`config.mk`:
```
export PLATFORM = sky130hd
export DESIGN_NAME = change_dispenser
export DESIGN_NICKNAME = d
export VERILOG_FILES = /design/src/rtl/change_dispenser.sv
export SDC_FILE = /design/constraint.sdc
export NUM_CORES = 1
export LEC_CHECK = 0
export BUFFER_PORTS_ARGS = -buffer_cell sky130_fd_sc_hd__buf_4
export CAP_MARGIN = 20
export CORE_ASPECT_RATIO = 0.6
export CORE_MARGIN = 8
export CORE_UTILIZATION = 50
export DETAILED_ROUTE_END_ITERATION = 8
export PLACE_DENSITY = 0.86
export SYNTH_ARGS = -nofsm -noshare
export SYNTH_HDL_FRONTEND = slang
export SYNTH_SLANG_ARGS = --single-unit
```
`constraint.sdc`:
```
create_clock -name clk -period 1.82 [get_ports clk]
set_input_delay 0.182 -clock clk [delete_from_list [all_inputs] [get_ports clk]]
set_output_delay 0.182 -clock clk [all_outputs]
set_load 0.1 [all_outputs]
```
`src/rtl/change_dispenser.sv`:
```
// change_dispenser
//
// Pays out a change amount as a series of single coin-eject requests to the
// coin hopper, largest coin first. Keeps a 4-bit stock count per coin tube,
// falls back to smaller coins when a tube is empty, and reports any amount
// that cannot be paid.
//
// Optional feature macro: CHANGE_PENNY_EN
//    defined   -> a penny tube exists (code 4, stocked from STOCK_P)
//    undefined -> quarters, dimes and nickels only; code 4 is never issued
//
// Parameters:
//    STOCK_Q/D/N/P  coins loaded into each tube at reset and on refill (0-15)
//
// Ports:
//    clk          system clock, rising edge
//    reset        synchronous, active-high
//    load         start a payout (accepted only in IDLE)
//    change_in    amount to pay, cents 0-63
//    refill       reload every tube from the parameters (IDLE only, load wins)
//    eject_ack    hopper accepted the coin currently requested
//    eject_valid  a coin request is pending
//    eject_coin   1=nickel 2=dime 3=quarter 4=penny, 0 when no request
//    busy         high in every state except IDLE
//    done         one-cycle pulse at the end of a payout
//    short        payout ended with an unpaid remainder; held until next load
//    remaining    cents still owed
module change_dispenser #(
   parameter int unsigned STOCK_Q = 8,
   parameter int unsigned STOCK_D = 8,
   parameter int unsigned STOCK_N = 8,
   parameter int unsigned STOCK_P = 8
) (
   input  logic       clk,
   input  logic       reset,
   input  logic       load,
   input  logic [5:0] change_in,
   input  logic       refill,
   input  logic       eject_ack,
   output logic       eject_valid,
   output logic [2:0] eject_coin,
   output logic       busy,
   output logic       done,
   output logic       short,
   output logic [5:0] remaining
);

`ifdef CHANGE_PENNY_EN
   localparam int NUM_COINS = 4;
`else
   localparam int NUM_COINS = 3;
`endif

   // Tube index order is also the selection priority: quarter, dime,
   // nickel, penny. The penny entry is simply never reached when the
   // penny tube is not built.
   localparam logic [5:0] COIN_VALUE [4] = '{6'd25, 6'd10, 6'd5, 6'd1};
   localparam logic [2:0] COIN_CODE  [4] = '{3'd3, 3'd2, 3'd1, 3'd4};
   localparam logic [3:0] STOCK_INIT [4] = '{4'(STOCK_Q), 4'(STOCK_D),
                                             4'(STOCK_N), 4'(STOCK_P)};

   typedef enum logic [1:0] {
      IDLE   = 2'd0,
      SELECT = 2'd1,
      EJECT  = 2'd2,
      DONE   = 2'd3
   } state_t;

   state_t      state_reg;
   logic [5:0]  remaining_reg;
   logic [1:0]  coin_idx_reg;
   logic        eject_valid_reg;
   logic [2:0]  eject_coin_reg;
   logic        busy_reg;
   logic        done_reg;
   logic        short_reg;

   // All tube counters packed side by side, 4 bits per tube.
   logic [4*NUM_COINS-1:0] stock_flat;

   logic        pick_found;
   logic [1:0]  pick_idx;

   // Refill is only honoured while idle, and a simultaneous load takes
   // precedence.
   logic        refill_take;
   // Counts the coin the hopper just accepted.
   logic        coin_taken;

   assign refill_take = (state_reg == IDLE) && refill && !load;
   assign coin_taken  = (state_reg == EJECT) && eject_ack;

   // One counter per tube. Reset and refill both restore the parameter
   // value; an accepted coin decrements only its own tube, saturating at 0.
   generate
      for (genvar gi = 0; gi < NUM_COINS; gi++) begin : g_tube
         logic [3:0] stock_reg;

         always_ff @(posedge clk) begin
            if (reset || refill_take) begin
               stock_reg <= STOCK_INIT[gi];
            end else if (coin_taken && (coin_idx_reg == 2'(gi)) &&
                         (stock_reg != 4'd0)) begin
               stock_reg <= stock_reg - 4'd1;
            end
         end

         assign stock_flat[gi*4 +: 4] = stock_reg;
      end
   endgenerate

   // Largest coin that still fits the remainder and has stock left.
   always_comb begin
      pick_found = 1'b0;
      pick_idx   = 2'd0;
      for (int i = 0; i < NUM_COINS; i++) begin
         if (!pick_found && (stock_flat[i*4 +: 4] != 4'd0) &&
             (COIN_VALUE[i] <= remaining_reg)) begin
            pick_found = 1'b1;
            pick_idx   = 2'(i);
         end
      end
   end

   always_ff @(posedge clk) begin
      if (reset) begin
         state_reg       <= IDLE;
         remaining_reg   <= 6'd0;
         coin_idx_reg    <= 2'd0;
         eject_valid_reg <= 1'b0;
         eject_coin_reg  <= 3'd0;
         busy_reg        <= 1'b0;
         done_reg        <= 1'b0;
         short_reg       <= 1'b0;
      end else begin
         done_reg <= 1'b0;
         case (state_reg)
            IDLE: begin
               if (load) begin
                  remaining_reg <= change_in;
                  short_reg     <= 1'b0;
                  busy_reg      <= 1'b1;
                  state_reg     <= SELECT;
               end
            end

            SELECT: begin
               if (remaining_reg == 6'd0) begin
                  short_reg <= 1'b0;
                  done_reg  <= 1'b1;
                  state_reg <= DONE;
               end else if (!pick_found) begin
                  short_reg <= 1'b1;
                  done_reg  <= 1'b1;
                  state_reg <= DONE;
               end else begin
                  coin_idx_reg    <= pick_idx;
                  eject_valid_reg <= 1'b1;
                  eject_coin_reg  <= COIN_CODE[pick_idx];
                  state_reg       <= EJECT;
               end
            end

            EJECT: begin
               // Request stays stable until the hopper takes the coin.
               // The coin was chosen with value <= remainder, so no underflow.
               if (eject_ack) begin
                  remaining_reg   <= remaining_reg - COIN_VALUE[coin_idx_reg];
                  eject_valid_reg <= 1'b0;
                  eject_coin_reg  <= 3'd0;
                  state_reg       <= SELECT;
               end
            end

            DONE: begin
               busy_reg  <= 1'b0;
               state_reg <= IDLE;
            end

            default: begin
               state_reg <= IDLE;
            end
         endcase
      end
   end

   assign eject_valid = eject_valid_reg;
   assign eject_coin  = eject_coin_reg;
   assign busy        = busy_reg;
   assign done        = done_reg;
   assign short       = short_reg;
   assign remaining   = remaining_reg;

endmodule

```
== After elaboration in Yosys (flattened, before gate mapping) ==
Index checks and enable logic that the tools add are counted.
Word-level totals
  input bits: 11
  flip-flop bits (word level): 29
  output and inout port bits: 13
Operators by class
  reduce and logical (&&, ||, !) cells: 35
  bitwise operators: 4
  order comparisons: 5
  add/sub/neg operators: 4
  eq/ne operators: 10
  muxes and demuxes: 35
Operator list (number)
  2-to-1 mux 6 bit: 4
  2-to-1 mux 1 bit: 15
  2-to-1 mux 3 bit: 5
  logical AND 1 bit: 14
  binary-select mux 6 bit (select 2 bit): 1
  case mux 6 bit (2 select lines): 1
  nonzero test 4 bit: 3
  subtractor 4 x 1 -> 4 bit, second input constant: 3
  AND reduction 3 bit: 3
  inequality test 2 bit, second input constant: 4
  case mux 2 bit (4 select lines): 1
  nonzero test 2 bit: 4
  binary-select mux 3 bit (select 2 bit): 1
  == test 2 bit, second input constant: 3
  >= comparator 3 bit, second input constant: 2
  <= comparator 3 x 6 -> 1 bit, first input constant: 1
  <= comparator 4 x 6 -> 1 bit, first input constant: 1
  <= comparator 5 x 6 -> 1 bit, first input constant: 1
  logical NOT 6 bit: 1
  2-to-1 mux 2 bit: 3
  NOT 2 -> 3 bit: 2
  case mux 1 bit (2 select lines): 3
  case mux 3 bit (2 select lines): 1
  subtractor 6 bit: 1
  other kinds (9): 15

== Logic depth before layout (Yosys ltp) ==
  depth after elaboration: 18
  depth in mapped cells: 8
  mapped depth without buffers: 8

== Worst setup path after synthesis ==
No wires, ideal clock.
  path type: register -> register
  start point: reg remaining_reg[0] (netlist: remaining[0])
  end point: reg remaining_reg[4] (netlist: remaining[4])
  path slack: -0.652 ns
  path buffers: 0
  arrival: 2.381 ns
  clock period less this slack: 2.472 ns
  cell stages (with the launch flop): 9
  library setup time: 0.091 ns
  required time: 1.729 ns
  cell sequence: dfxtp_1 -> inv_1 -> ha_1 -> fa_1 -> nor2b_1 -> o21a_1 -> or3_1 -> nand3_1 -> a311oi_1
Between the ends
  longest elaborated chain between the ends: 3
RTL lines
  start: declaration: line 70  | logic [5:0] remaining_reg;
  start signal: assignment: line 140  | remaining_reg <= change_in;
  start signal: assignment: line 168  | remaining_reg <= remaining_reg - COIN_VALUE[coin_idx_reg];
  subtractor 6 bit: line 168
  2-to-1 mux 6 bit: line 167  | if (eject_ack) begin
  case mux 6 bit (2 select lines): line 137  | case (state_reg)
No other way between the ends. The select of a mux whose other input is x is not followed.
A chain may end at the register's enable or synchronous reset.

== Worst setup path in the final report ==
  start point: reg coin_idx_reg[1]
  end point: reg remaining_reg[3] (netlist: remaining[3])
Between the ends
  longest elaborated chain between the ends: 7
RTL lines
  start: declaration: line 71  | logic [1:0] coin_idx_reg;
  start signal: assignment: line 157  | coin_idx_reg <= pick_idx;
  NOT 2 -> 3 bit (implied by the code): line 168
  binary-select mux 6 bit (select 2 bit): line 168
  2-to-1 mux 6 bit (implied by the code) (2 in a row): line 168
  subtractor 6 bit: line 168
  2-to-1 mux 6 bit: line 167
  case mux 6 bit (2 select lines): line 137
No other way between the ends. The select of a mux whose other input is x is not followed.

==> flow_metrics.env <==
export IMPL_outcome="finished, violations left"
export IMPL_violations="setup timing"
export IMPL_cts_hold_buf=0
export IMPL_cp_max_fo=3
export IMPL_p_leak_nw=0.824
export IMPL_final_common_cell="buf_4"
export IMPL_fp_dieH_microns=60.0
export IMPL_rsz0062_at_grt="true"
export IMPL_final_util=0.668
export IMPL_met3_usage=0.0494
export IMPL_h_tree_depth=2
export IMPL_reg2reg_slack_ns=-0.01
export IMPL_die_w_microns=89.3
export IMPL_worst_slew_pin_slew_ns=0.500
export IMPL_grt_max_degree=22
export IMPL_synth_edf_count=0
export IMPL_min_period_ns=1.83
export IMPL_synth_seq_cells=29
export IMPL_synth_fp_nets=209
export IMPL_worstSetupPathType="register to register"
export IMPL_drive_above_1_share=0.342
export IMPL_core_sq_um=3160
export IMPL_start_util=0.509
export IMPL_cp_start_kind="register"
export IMPL_cts_made_buffers=5
export IMPL_p_total_mw=2.12
export IMPL_wl_per_cell_microns=14.7
export IMPL_crit_path_end_kind="register"
export IMPL_wl_microns=3970
export IMPL_clkSlewWorstSetupHoldPaths_ns=0.06
export IMPL_antenna_cells=0
export IMPL_routed_via_density=5.49
export IMPL_track_usage=0.150
export IMPL_grt_pass1_wl_microns=6150
export IMPL_die_area_sq_um=5360
export IMPL_antenna_found_initial=0
export IMPL_synth_area_sq_um=1610
export IMPL_rows=16
export IMPL_powerDensity_nw_per_um2=1000
export IMPL_nets=245
export IMPL_clockBufferDepth=2
export IMPL_portBuffers=23
export IMPL_relSlewSlack=0.667
export IMPL_largest_register_ff_count=12
export IMPL_globalRouteOverflowTotal=0
export IMPL_post_dp_hpwl_microns=2890
export IMPL_dr_pass1_iters=4
export IMPL_synth_flop_cell="dfxtp_1"
export IMPL_cts_sinks=29
export IMPL_grtUsageMet1=0.206
export IMPL_grt_busiest_layer="met2"
export IMPL_place_gp_congestion=0.892
export IMPL_async_flop_share=0
export IMPL_setup_slack_ns=-0.0139
export IMPL_min_path_type="input pin to register"
export IMPL_grtUsageMet2=0.211
export IMPL_crit_required_ns=2.03
export IMPL_ys_seq_area_frac=0.360
export IMPL_final_fill_count=251
export IMPL_boundaryPins=24
export IMPL_finalCritPeriodShare=1.01
export IMPL_setup_viol=1
export IMPL_drv_slew=0
export IMPL_finalHoldViolCount=0
export IMPL_clock_root_buffer="clkbuf_8"
export IMPL_ant_nets=0
export IMPL_clk_latency_ns=0.28
export IMPL_num_vias=1483
export IMPL_grt_pass1_vias=1301
export IMPL_ys_warn_count=0
export IMPL_cap_violations=0
export IMPL_tns_ns=-0.0139
export IMPL_fmax_ghz=0.545
export IMPL_route_detailed_drc=0
export IMPL_ir_drop_v=0.000764
export IMPL_synth_distinct_cells=42
export IMPL_arrival_ns=2.04
export IMPL_areaGrowthSynthToFinish_pct=31.1
export IMPL_syn_area_per_cell_sq_um=8.57
export IMPL_cts_tree="yes"
export IMPL_fin_skew_ns=0.00302
export IMPL_final_cell_mix="buf_4, nor2_1, dfxtp_1"
export IMPL_drt_initial_drc_count=84
export IMPL_synth_cells=188
power breakdown:
group	internal, mW	total, mW	switching (mW)
logic	0.276	0.786	0.510
registers	0.685	0.751	0.0661
clock network	0.341	0.582	0.241
total	1.30	2.12	0.817
through the flow:
step | instances | cell area (sq um) | worst slack (ns) | hold slack [ns]
CTS | 268 | 2040 | -0.0232 | 0.183
global placement | 260 | 1910 | -0.00947 | 0.452
floorplan | 188 | 1640 | -0.125 | 0.334
detailed placement | 260 | 1910 | -0.0493 | 0.458
global route | 270 | 2110 | -0.0681 | 0.199
finish | 270 | 2110 | -0.0139 | 0.194
kinds of logic after synthesis:
| kind of cell | after synthesis | share of synthesized area |
|---|---|---|
| muxes | 2 | 0.0124 |
| AOI/OAI and AO/OA | 46 | 0.196 |
| DFF | 29 | 0.360 |
| xor gates and xnor gates | 6 | 0.0326 |
| adders and majority gates | 10 | 0.0823 |
| and+or+nand+nor | 77 | 0.273 |
| buffers and inverters | 18 | 0.0435 |
per-layer routing:
layer	routed length, microns	share of wire
met1	1970	0.50
met2	1660	0.42
met3	325	0.082
met4	11	0.0028
met5	0	0
critical path: stages, from the launching register on:
cell and delay [ns]:
dfxtp_2 0.32, nand2b_4 0.14, buf_4 0.15, ha_4 0.20, nor2b_1 0.13, o21a_1 0.21, o21a_1 0.21, o311a_1 0.31
nor3_2 0.09
synthesized netlist by cell type, types with 2 or more instances:
library cell | count | area [sq um]
buf_2 | 2 | 10.0
a21oi_1 | 12 | 60.1
inv_1 | 13 | 48.8
nand3_1 | 2 | 10.0
nor4_4 | 2 | 42.5
dfxtp_1 | 29 | 581
o21a_1 | 5 | 37.5
nand2_1 | 9 | 33.8
a21oi_2 | 3 | 26.3
clkbuf_1 | 3 | 11.3
o21ai_0 | 9 | 45.0
xor2_1 | 3 | 26.3
a32oi_1 | 2 | 17.5
nor2_1 | 31 | 116
ha_1 | 9 | 113
nor3_2 | 4 | 40.0
nor3_1 | 7 | 35.0
nor3b_2 | 3 | 37.5
a211oi_1 | 5 | 37.5
nand2b_1 | 5 | 31.3
mux2i_1 | 2 | 20.0
and3_1 | 3 | 18.8
xnor2_1 | 3 | 26.3
nor2b_1 | 4 | 25.0
layout make-up:
| type | instances | area [sq um] | area share |
|---|---|---|---|
| Clock buffer | 7 | 96.3 | 0.0456 |
| Clock inverter | 1 | 5.00 | 0.00237 |
| Inverter | 13 | 48.8 | 0.0231 |
| Multi-Input combinational cell | 141 | 1050 | 0.499 |
| Sequential cell | 29 | 598 | 0.283 |
| Tap cell | 45 | 56.3 | 0.0266 |
| Timing Repair Buffer | 34 | 255 | 0.121 |
worst paths after layout:
| path | startpoint | to | cells past startpoint |
|---|---|---|---|
| setup reg to reg | coin_idx_reg[1] | remaining[3] | 8 |
| hold / removal | change_in[4] | remaining[4] | 3 |
| setup / recovery | coin_idx_reg[1] | remaining[3] | 8 |
| hold reg to reg | eject_valid | eject_valid | 2 |
repair_timing:
| item | in CTS | in global routing |
|---|---|---|
| pin swaps | 3 | 5 |
| setup buffers | 0 | 2 |
| resized for setup | 4 | 11 |
| setup endpoints to repair | 3 | 10 |
No activity file was read; power rests on OpenSTA's default activity.
